### src/rtl/bj_result_collector_pkg.sv
// bj_result_collector_pkg
// Shared constants and FSM state types for the blackjack result collector.
//   FRAME_LEN  : bits per probability frame (MSB first)
//   PROB_MAX   : largest legal probability value (percent)
//   CNT_MAX    : saturation value of the win/tie tallies
//   WIN_*      : win_code values
//   p_state_e  : probability deserializer states
//   w_state_e  : winner decoder states
package bj_result_collector_pkg;

    localparam int unsigned FRAME_LEN = 7;
    localparam logic [6:0]  PROB_MAX  = 7'd100;
    localparam logic [7:0]  CNT_MAX   = 8'd255;

    localparam logic [1:0]  WIN_TIE   = 2'b00;
    localparam logic [1:0]  WIN_USER1 = 2'b01;
    localparam logic [1:0]  WIN_USER2 = 2'b10;

    typedef enum logic [1:0] {
        P_IDLE  = 2'd0,
        P_SHIFT = 2'd1,
        P_GAP   = 2'd2
    } p_state_e;

    typedef enum logic [1:0] {
        W_IDLE = 2'd0,
        W_B1   = 2'd1,
        W_GAP  = 2'd2
    } w_state_e;

endpackage

### src/rtl/bj_deser7.sv
// bj_deser7
// 7-bit MSB-first serial-to-parallel shifter with bit counter.
//   clk, rst_n : clock, asynchronous active-low reset
//   en         : shift din in this cycle; when low the bit counter restarts
//   din        : serial data bit
//   word       : frame value including the bit currently on din
//   done       : en is high and din carries the last bit of the frame
module bj_deser7
    import bj_result_collector_pkg::*;
(
    input  logic                 clk,
    input  logic                 rst_n,
    input  logic                 en,
    input  logic                 din,
    output logic [FRAME_LEN-1:0] word,
    output logic                 done
);

    logic [FRAME_LEN-2:0] sr;
    logic [2:0]           cnt;

    // The completed word is presented in the same cycle as its last bit so
    // the parent can register it with a single cycle of latency.
    assign word = {sr, din};
    assign done = en && (cnt == 3'(FRAME_LEN - 1));

    always_ff @(posedge clk or negedge rst_n) begin
        if (!rst_n) begin
            sr  <= '0;
            cnt <= '0;
        end else if (!en) begin
            cnt <= '0;
        end else begin
            sr  <= {sr[FRAME_LEN-3:0], din};
            cnt <= done ? '0 : cnt + 3'd1;
        end
    end

endmodule

### src/rtl/bj_result_collector.sv
// bj_result_collector
// Collects per-frame probabilities and game winners from the blackjack core.
//   clk, rst_n            : clock, asynchronous active-low reset
//   clr                   : synchronous clear of tallies and prob_idx
//   out_valid1/equal/exceed : 7-cycle probability frames, MSB first
//   out_valid2/winner     : 1- or 2-cycle winner frames
//   prob_valid            : pulse, new p_equal/p_exceed/prob_err/prob_idx
//   p_equal, p_exceed     : last complete probability frame
//   prob_idx              : frame index within the current game
//   prob_err              : either probability above PROB_MAX
//   win_valid, win_code   : pulse and held decoded winner
//   win_cnt1/win_cnt2/tie_cnt : saturating tallies
//   frame_err             : pulse, any protocol violation
module bj_result_collector
    import bj_result_collector_pkg::*;
(
    input  logic       clk,
    input  logic       rst_n,
    input  logic       clr,
    input  logic       out_valid1,
    input  logic       equal,
    input  logic       exceed,
    input  logic       out_valid2,
    input  logic       winner,
    output logic       prob_valid,
    output logic [6:0] p_equal,
    output logic [6:0] p_exceed,
    output logic [1:0] prob_idx,
    output logic       prob_err,
    output logic       win_valid,
    output logic [1:0] win_code,
    output logic [7:0] win_cnt1,
    output logic [7:0] win_cnt2,
    output logic [7:0] tie_cnt,
    output logic       frame_err
);

    p_state_e             p_state;
    w_state_e             w_state;
    logic                 w_b0;
    logic                 both_hi;
    logic                 shift_en;
    logic                 eq_done;
    logic                 ex_done;
    logic                 frame_done;
    logic [FRAME_LEN-1:0] eq_word;
    logic [FRAME_LEN-1:0] ex_word;
    logic                 dec_valid;
    logic                 dec_bad;
    logic [1:0]           dec_code;

    // Simultaneous strobes are a violation that aborts both decoders.
    assign both_hi  = out_valid1 & out_valid2;
    assign shift_en = out_valid1 && !both_hi &&
                      (p_state == P_IDLE || p_state == P_SHIFT);
    assign frame_done = eq_done & ex_done;

    bj_deser7 u_deser_equal (
        .clk   (clk),
        .rst_n (rst_n),
        .en    (shift_en),
        .din   (equal),
        .word  (eq_word),
        .done  (eq_done)
    );

    bj_deser7 u_deser_exceed (
        .clk   (clk),
        .rst_n (rst_n),
        .en    (shift_en),
        .din   (exceed),
        .word  (ex_word),
        .done  (ex_done)
    );

    // Winner decision made on the second W_B1 sample.
    always_comb begin
        dec_valid = 1'b0;
        dec_bad   = 1'b0;
        dec_code  = WIN_TIE;
        if (!both_hi && w_state == W_B1) begin
            if (!out_valid2 && !w_b0) begin
                dec_valid = 1'b1;
            end else if (out_valid2 && w_b0) begin
                dec_valid = 1'b1;
                dec_code  = {winner, ~winner};
            end else begin
                dec_bad = 1'b1;
            end
        end
    end

    always_ff @(posedge clk or negedge rst_n) begin
        if (!rst_n) begin
            p_state    <= P_IDLE;
            w_state    <= W_IDLE;
            w_b0       <= 1'b0;
            prob_valid <= 1'b0;
            p_equal    <= '0;
            p_exceed   <= '0;
            prob_idx   <= '0;
            prob_err   <= 1'b0;
            win_valid  <= 1'b0;
            win_code   <= WIN_TIE;
            win_cnt1   <= '0;
            win_cnt2   <= '0;
            tie_cnt    <= '0;
            frame_err  <= 1'b0;
        end else begin
            prob_valid <= 1'b0;
            win_valid  <= dec_valid;

            // Every violation source ORs into one registered pulse.
            frame_err <= both_hi || dec_bad ||
                         (p_state == P_SHIFT && !out_valid1) ||
                         (p_state == P_GAP   &&  out_valid1) ||
                         (w_state == W_GAP   &&  out_valid2);

            if (both_hi) begin
                p_state <= P_IDLE;
                w_state <= W_IDLE;
            end else begin
                case (p_state)
                    P_IDLE: begin
                        if (out_valid1) p_state <= P_SHIFT;
                    end
                    P_SHIFT: begin
                        if (!out_valid1) begin
                            p_state <= P_IDLE;
                        end else if (frame_done) begin
                            p_state    <= P_GAP;
                            prob_valid <= 1'b1;
                            p_equal    <= eq_word;
                            p_exceed   <= ex_word;
                            prob_err   <= (eq_word > PROB_MAX) || (ex_word > PROB_MAX);
                        end
                    end
                    P_GAP: begin
                        if (!out_valid1) p_state <= P_IDLE;
                    end
                    default: p_state <= P_IDLE;
                endcase

                case (w_state)
                    W_IDLE: begin
                        if (out_valid2) begin
                            w_b0    <= winner;
                            w_state <= W_B1;
                        end
                    end
                    W_B1: begin
                        w_state <= (dec_valid && out_valid2) ? W_GAP : W_IDLE;
                    end
                    W_GAP: begin
                        if (!out_valid2) w_state <= W_IDLE;
                    end
                    default: w_state <= W_IDLE;
                endcase
            end

            if (dec_valid) win_code <= dec_code;

            if (clr) begin
                win_cnt1 <= '0;
                win_cnt2 <= '0;
                tie_cnt  <= '0;
            end else if (dec_valid) begin
                case (dec_code)
                    WIN_USER1: if (win_cnt1 != CNT_MAX) win_cnt1 <= win_cnt1 + 8'd1;
                    WIN_USER2: if (win_cnt2 != CNT_MAX) win_cnt2 <= win_cnt2 + 8'd1;
                    default:   if (tie_cnt  != CNT_MAX) tie_cnt  <= tie_cnt  + 8'd1;
                endcase
            end

            // A decoded winner starts a new game, so the frame index restarts.
            if (clr || win_valid) begin
                prob_idx <= '0;
            end else if (prob_valid) begin
                prob_idx <= prob_idx + 2'd1;
            end
        end
    end

endmodule

### config.mk
export PLATFORM = sky130hd
export DESIGN_NAME = bj_result_collector
export DESIGN_NICKNAME = d
export VERILOG_FILES = /design/src/rtl/bj_result_collector_pkg.sv /design/src/rtl/bj_deser7.sv /design/src/rtl/bj_result_collector.sv
export SDC_FILE = /design/constraint.sdc
export NUM_CORES = 1
export LEC_CHECK = 0
export ABC_AREA = 1
export CORE_UTILIZATION = 49
export DETAILED_ROUTE_END_ITERATION = 10
export MAX_ROUTING_LAYER = met4
export PLACE_DENSITY = 0.79
export SYNTH_ARGS = -nofsm -noshare
export SYNTH_HDL_FRONTEND = slang
export SYNTH_SLANG_ARGS = --single-unit
export TNS_END_PERCENT = 50
### constraint.sdc
create_clock -name clk -period 1.94 [get_ports clk]
set_input_delay 0.388 -clock clk [delete_from_list [all_inputs] [get_ports clk]]
set_output_delay 0.388 -clock clk [all_outputs]
set_load 0.005 [all_outputs]
==> results.py <==
metrics = {
    "global_route": {
        "track_usage": 0.222,
        "grt-ovfl-total": 0,
        "grt_first_pass_wirelength_mm": 12.6,
        "grt_pass1_vias": 2901,
        "grt_max_degree": 70,
        "grt_antenna_before_repair": 0,
    },
    "worst_setup_path": {
        "rrSetupSlack_ns": 0.03,
        "worstPathArrival_ns": 2.16,
        "reg2reg_to": "tie_cnt[4]$_DFFE_PN0P_",
        "rr_worst_depth": 12,
        "worstPathMaxFanout": 3,
        "cp-start-kind": "flip-flop",
        "critPathMaxStageDelay_ns": 0.42,
        "path_class": "flip-flop to flip-flop",
        "crit_path_end_kind": "flip-flop",
        "critPathSlowestCell": "dfrtp_1",
        "r2r-start": "w_b0$_DFFE_PN0P_",
        "required_ns": 2.18,
        "critical_path.cell_chain": "inv_2, ha_4, nor3_2, inv_1, nor2_2, inv_2, ha_4, or2_4, nand2_4, nor2_4, nand2_1, nand2_1",
    },
    "clock_tree": {
        "clockBufferDepth": 2,
        "htree_levels": 3,
        "postCtsSetupBuffers": 0,
        "ctsRootBufferMaster": "clkbuf_8",
        "clkSlewWorstSetupHoldPaths_ns": 0.08,
        "clkSinkCount": 69,
        "clk_latency_ns": 0.35,
        "ctsHoldBuffers": 0,
        "numCtsBuffers": 9,
        "cts_tree": "built",
    },
    "yosys": {
        "synth_top_family_by_area": "simple AND/OR/NAND/NOR gates",
        "synthSimpleGateAreaFrac": 0.297,
        "syn_avg_cell_area_um2": 8.08,
        "synth.area.top_cells": "dfrtp_1, nand2_1, nor2_1",
        "synth.largest_area_cell": "dfrtp_1",
        "synth_compound_area_frac": 0.0815,
        "synth.distinct_cells": 27,
        "synthArstFlopShare": 1.00,
        "syn_inst": 433,
        "ys_seq_area_frac": 0.494,
        "muxShareOfSynthArea": 0,
        "yosys_warnings": 0,
        "synth_ff_type": "dfrtp_1",
        "synth_edf_count": 0,
        "synth_xor_area_frac": 0.0175,
        "synth_top_area_frac": 0.494,
        "ys_seq_elements": 69,
        "synthAdderAreaFrac": 0.0393,
        "syn_area_mm2": 0.00350,
        "synth_nets": 452,
    },
    "pwr": {
        "finalPower_mw": 3.02,
        "pwr_density_cell_mw_per_mm2": 664,
        "vdd_drop_max_mv": 0.504,
        "leakagePower_nw": 2.14,
    },
    "die": {
        "num_io_pins": 54,
        "start_util": 0.512,
        "die_y_um": 86.5,
        "rows": 30,
        "die_w_um": 86.5,
        "core-area_mm2": 0.00683,
        "dieArea_mm2": 0.00748,
    },
    "timing": {
        "rsz0062_at_grt": "true",
        "timing.final.hold_violations": 0,
        "hold-worst-slack_ns": 0.0356,
        "tightest_slew_ns": 0.370,
        "slew_viol_final": 0,
        "skew_ns": 0.00670,
        "min_period_over_period": 0.986,
        "setup_viol": 0,
        "maxSlewHeadroom": 0.754,
        "period_minus_slack_ns": 1.91,
        "finalWorstSetupSlack_ns": 0.0269,
        "tns_ns": 0,
        "max_freq_ghz": 0.523,
    },
    "place": {
        "dpl.cell_count": 592,
        "place_ws_ns": -0.552,
        "dp_hpwl_mm": 5.02,
        "post_dp_cell_area_mm2": 0.00425,
        "port_buffers": 53,
        "gp_congestion": 0.815,
    },
    "final_layout": {
        "finish.instance_area_mm2": 0.00455,
        "areaGrowthSynthToFinish_pct": 30.2,
        "final_cells": 610,
        "final_core_util": 0.667,
        "fin_nets": 528,
        "final_common_cell": "nand2_1",
        "nFillCells": 583,
        "drive_gt1_frac": 0.167,
        "diodes": 0,
        "final_cell_mix": "nand2_1, dfrtp_1, clkdlybuf4s50_1",
    },
    "run_status": {
        "status": "completed",
    },
    "detailed_routing": {
        "wl_per_cell_um": 12.1,
        "drc": 0,
        "wl_mm": 7.40,
        "vias_per_cell": 4.96,
        "first_iter_violations": 167,
        "drtPass1Iterations": 4,
        "vias": 3023,
        "antenna_left": 0,
    },
    "run": {
        "max_cap_viol_count": 0,
    },
    "min_path": {
        "min_path_type": "input port to asynchronous set/reset pin",
    },
}
[critical path, delay by kind of cell (launching register included)]
kind	cells	cell delay (ns)
adders and majority gates	2	0.38
buffers and inverters	3	0.22
DFF	1	0.42
and+or+nand+nor	7	0.77
[worst max path at each step]
| stage | start | endpoint | slack (ns) | cells after the start |
|---|---|---|---|---|
| floorplan | out_valid2 | win_cnt2[2]$_DFFE_PN0P_ | -0.02 | 11 |
| global placement | out_valid2 | tie_cnt[7]$_DFFE_PN0P_ | -0.52 | 13 |
| detailed placement | out_valid2 | tie_cnt[5]$_DFFE_PN0P_ | -0.55 | 12 |
| CTS | w_b0$_DFFE_PN0P_ | tie_cnt[7]$_DFFE_PN0P_ | 0.06 | 11 |
| global route | w_b0$_DFFE_PN0P_ | tie_cnt[3]$_DFFE_PN0P_ | -0.09 | 12 |
| finish | w_b0$_DFFE_PN0P_ | tie_cnt[4]$_DFFE_PN0P_ | 0.03 | 12 |
[cells by family after synthesis]
logic type               Yosys count
AND/OR/NAND/NOR                  241
flip-flops                        69
buffers and inverters             59
AO/OA/AOI/OAI                     46
adder cells (fa/ha/maj)           11
XOR/XNOR                           7
[timing repair]
| action | CTS | global route |
|---|---|---|
| setup endpoints to repair | 24 | 24 |
| pin swaps | 4 | 18 |
| gates cloned | 2 | 0 |
| gates resized for setup | 9 | 25 |
[registers in the layout, indices dropped and copies added (netlist names)]
signal,cells
frame_err,1
p_equal,7
p_exceed,7
p_state,2
prob_err,1
prob_idx,2
prob_valid,1
tie_cnt,8
u_deser_equal.cnt,3
u_deser_equal.sr,6
u_deser_exceed.cnt,3
u_deser_exceed.sr,6
w_b0,1
w_state,2
win_cnt1,8
win_cnt2,8
win_code,2
win_valid,1
[synthesized netlist by cell type, types with 3 or more instances]
master,number
or2_2,6
nand3_2,3
nand3_1,30
inv_1,50
buf_6,3
xnor2_1,3
xor2_1,4
nor2_1,53
dfrtp_1,69
o21ai_0,27
nor3_1,9
clkbuf_1,4
ha_1,11
o21ai_2,12
nand2_1,132
[per-layer routing]
metal | GRT usage | vias to the layer above | share of wire
li1 | - | 1518 | -
met1 | 0.256 | 1425 | 0.44
met2 | 0.380 | 64 | 0.50
met3 | 0.0352 | 16 | 0.030
met4 | 0.108 | 0 | 0.024
met5 | - | - | 0
[final cells by class]
cell class | count | area (um2) | area share
sequential | 69 | 1730 | 0.379
multi-input combinational | 307 | 1660 | 0.365
clock buffer | 9 | 124 | 0.0272
clock inverter | 7 | 52.6 | 0.0115
timing repair buffer | 71 | 676 | 0.148
inverter | 51 | 194 | 0.0426
tap | 96 | 120 | 0.0264
[power breakdown]
group          internal, mW  switching, mW  leakage (nW)
registers              1.51         0.0695         0.941
logic                 0.165          0.222          1.11
clock network         0.467          0.588        0.0891
Power figures use the tool's default switching activity.
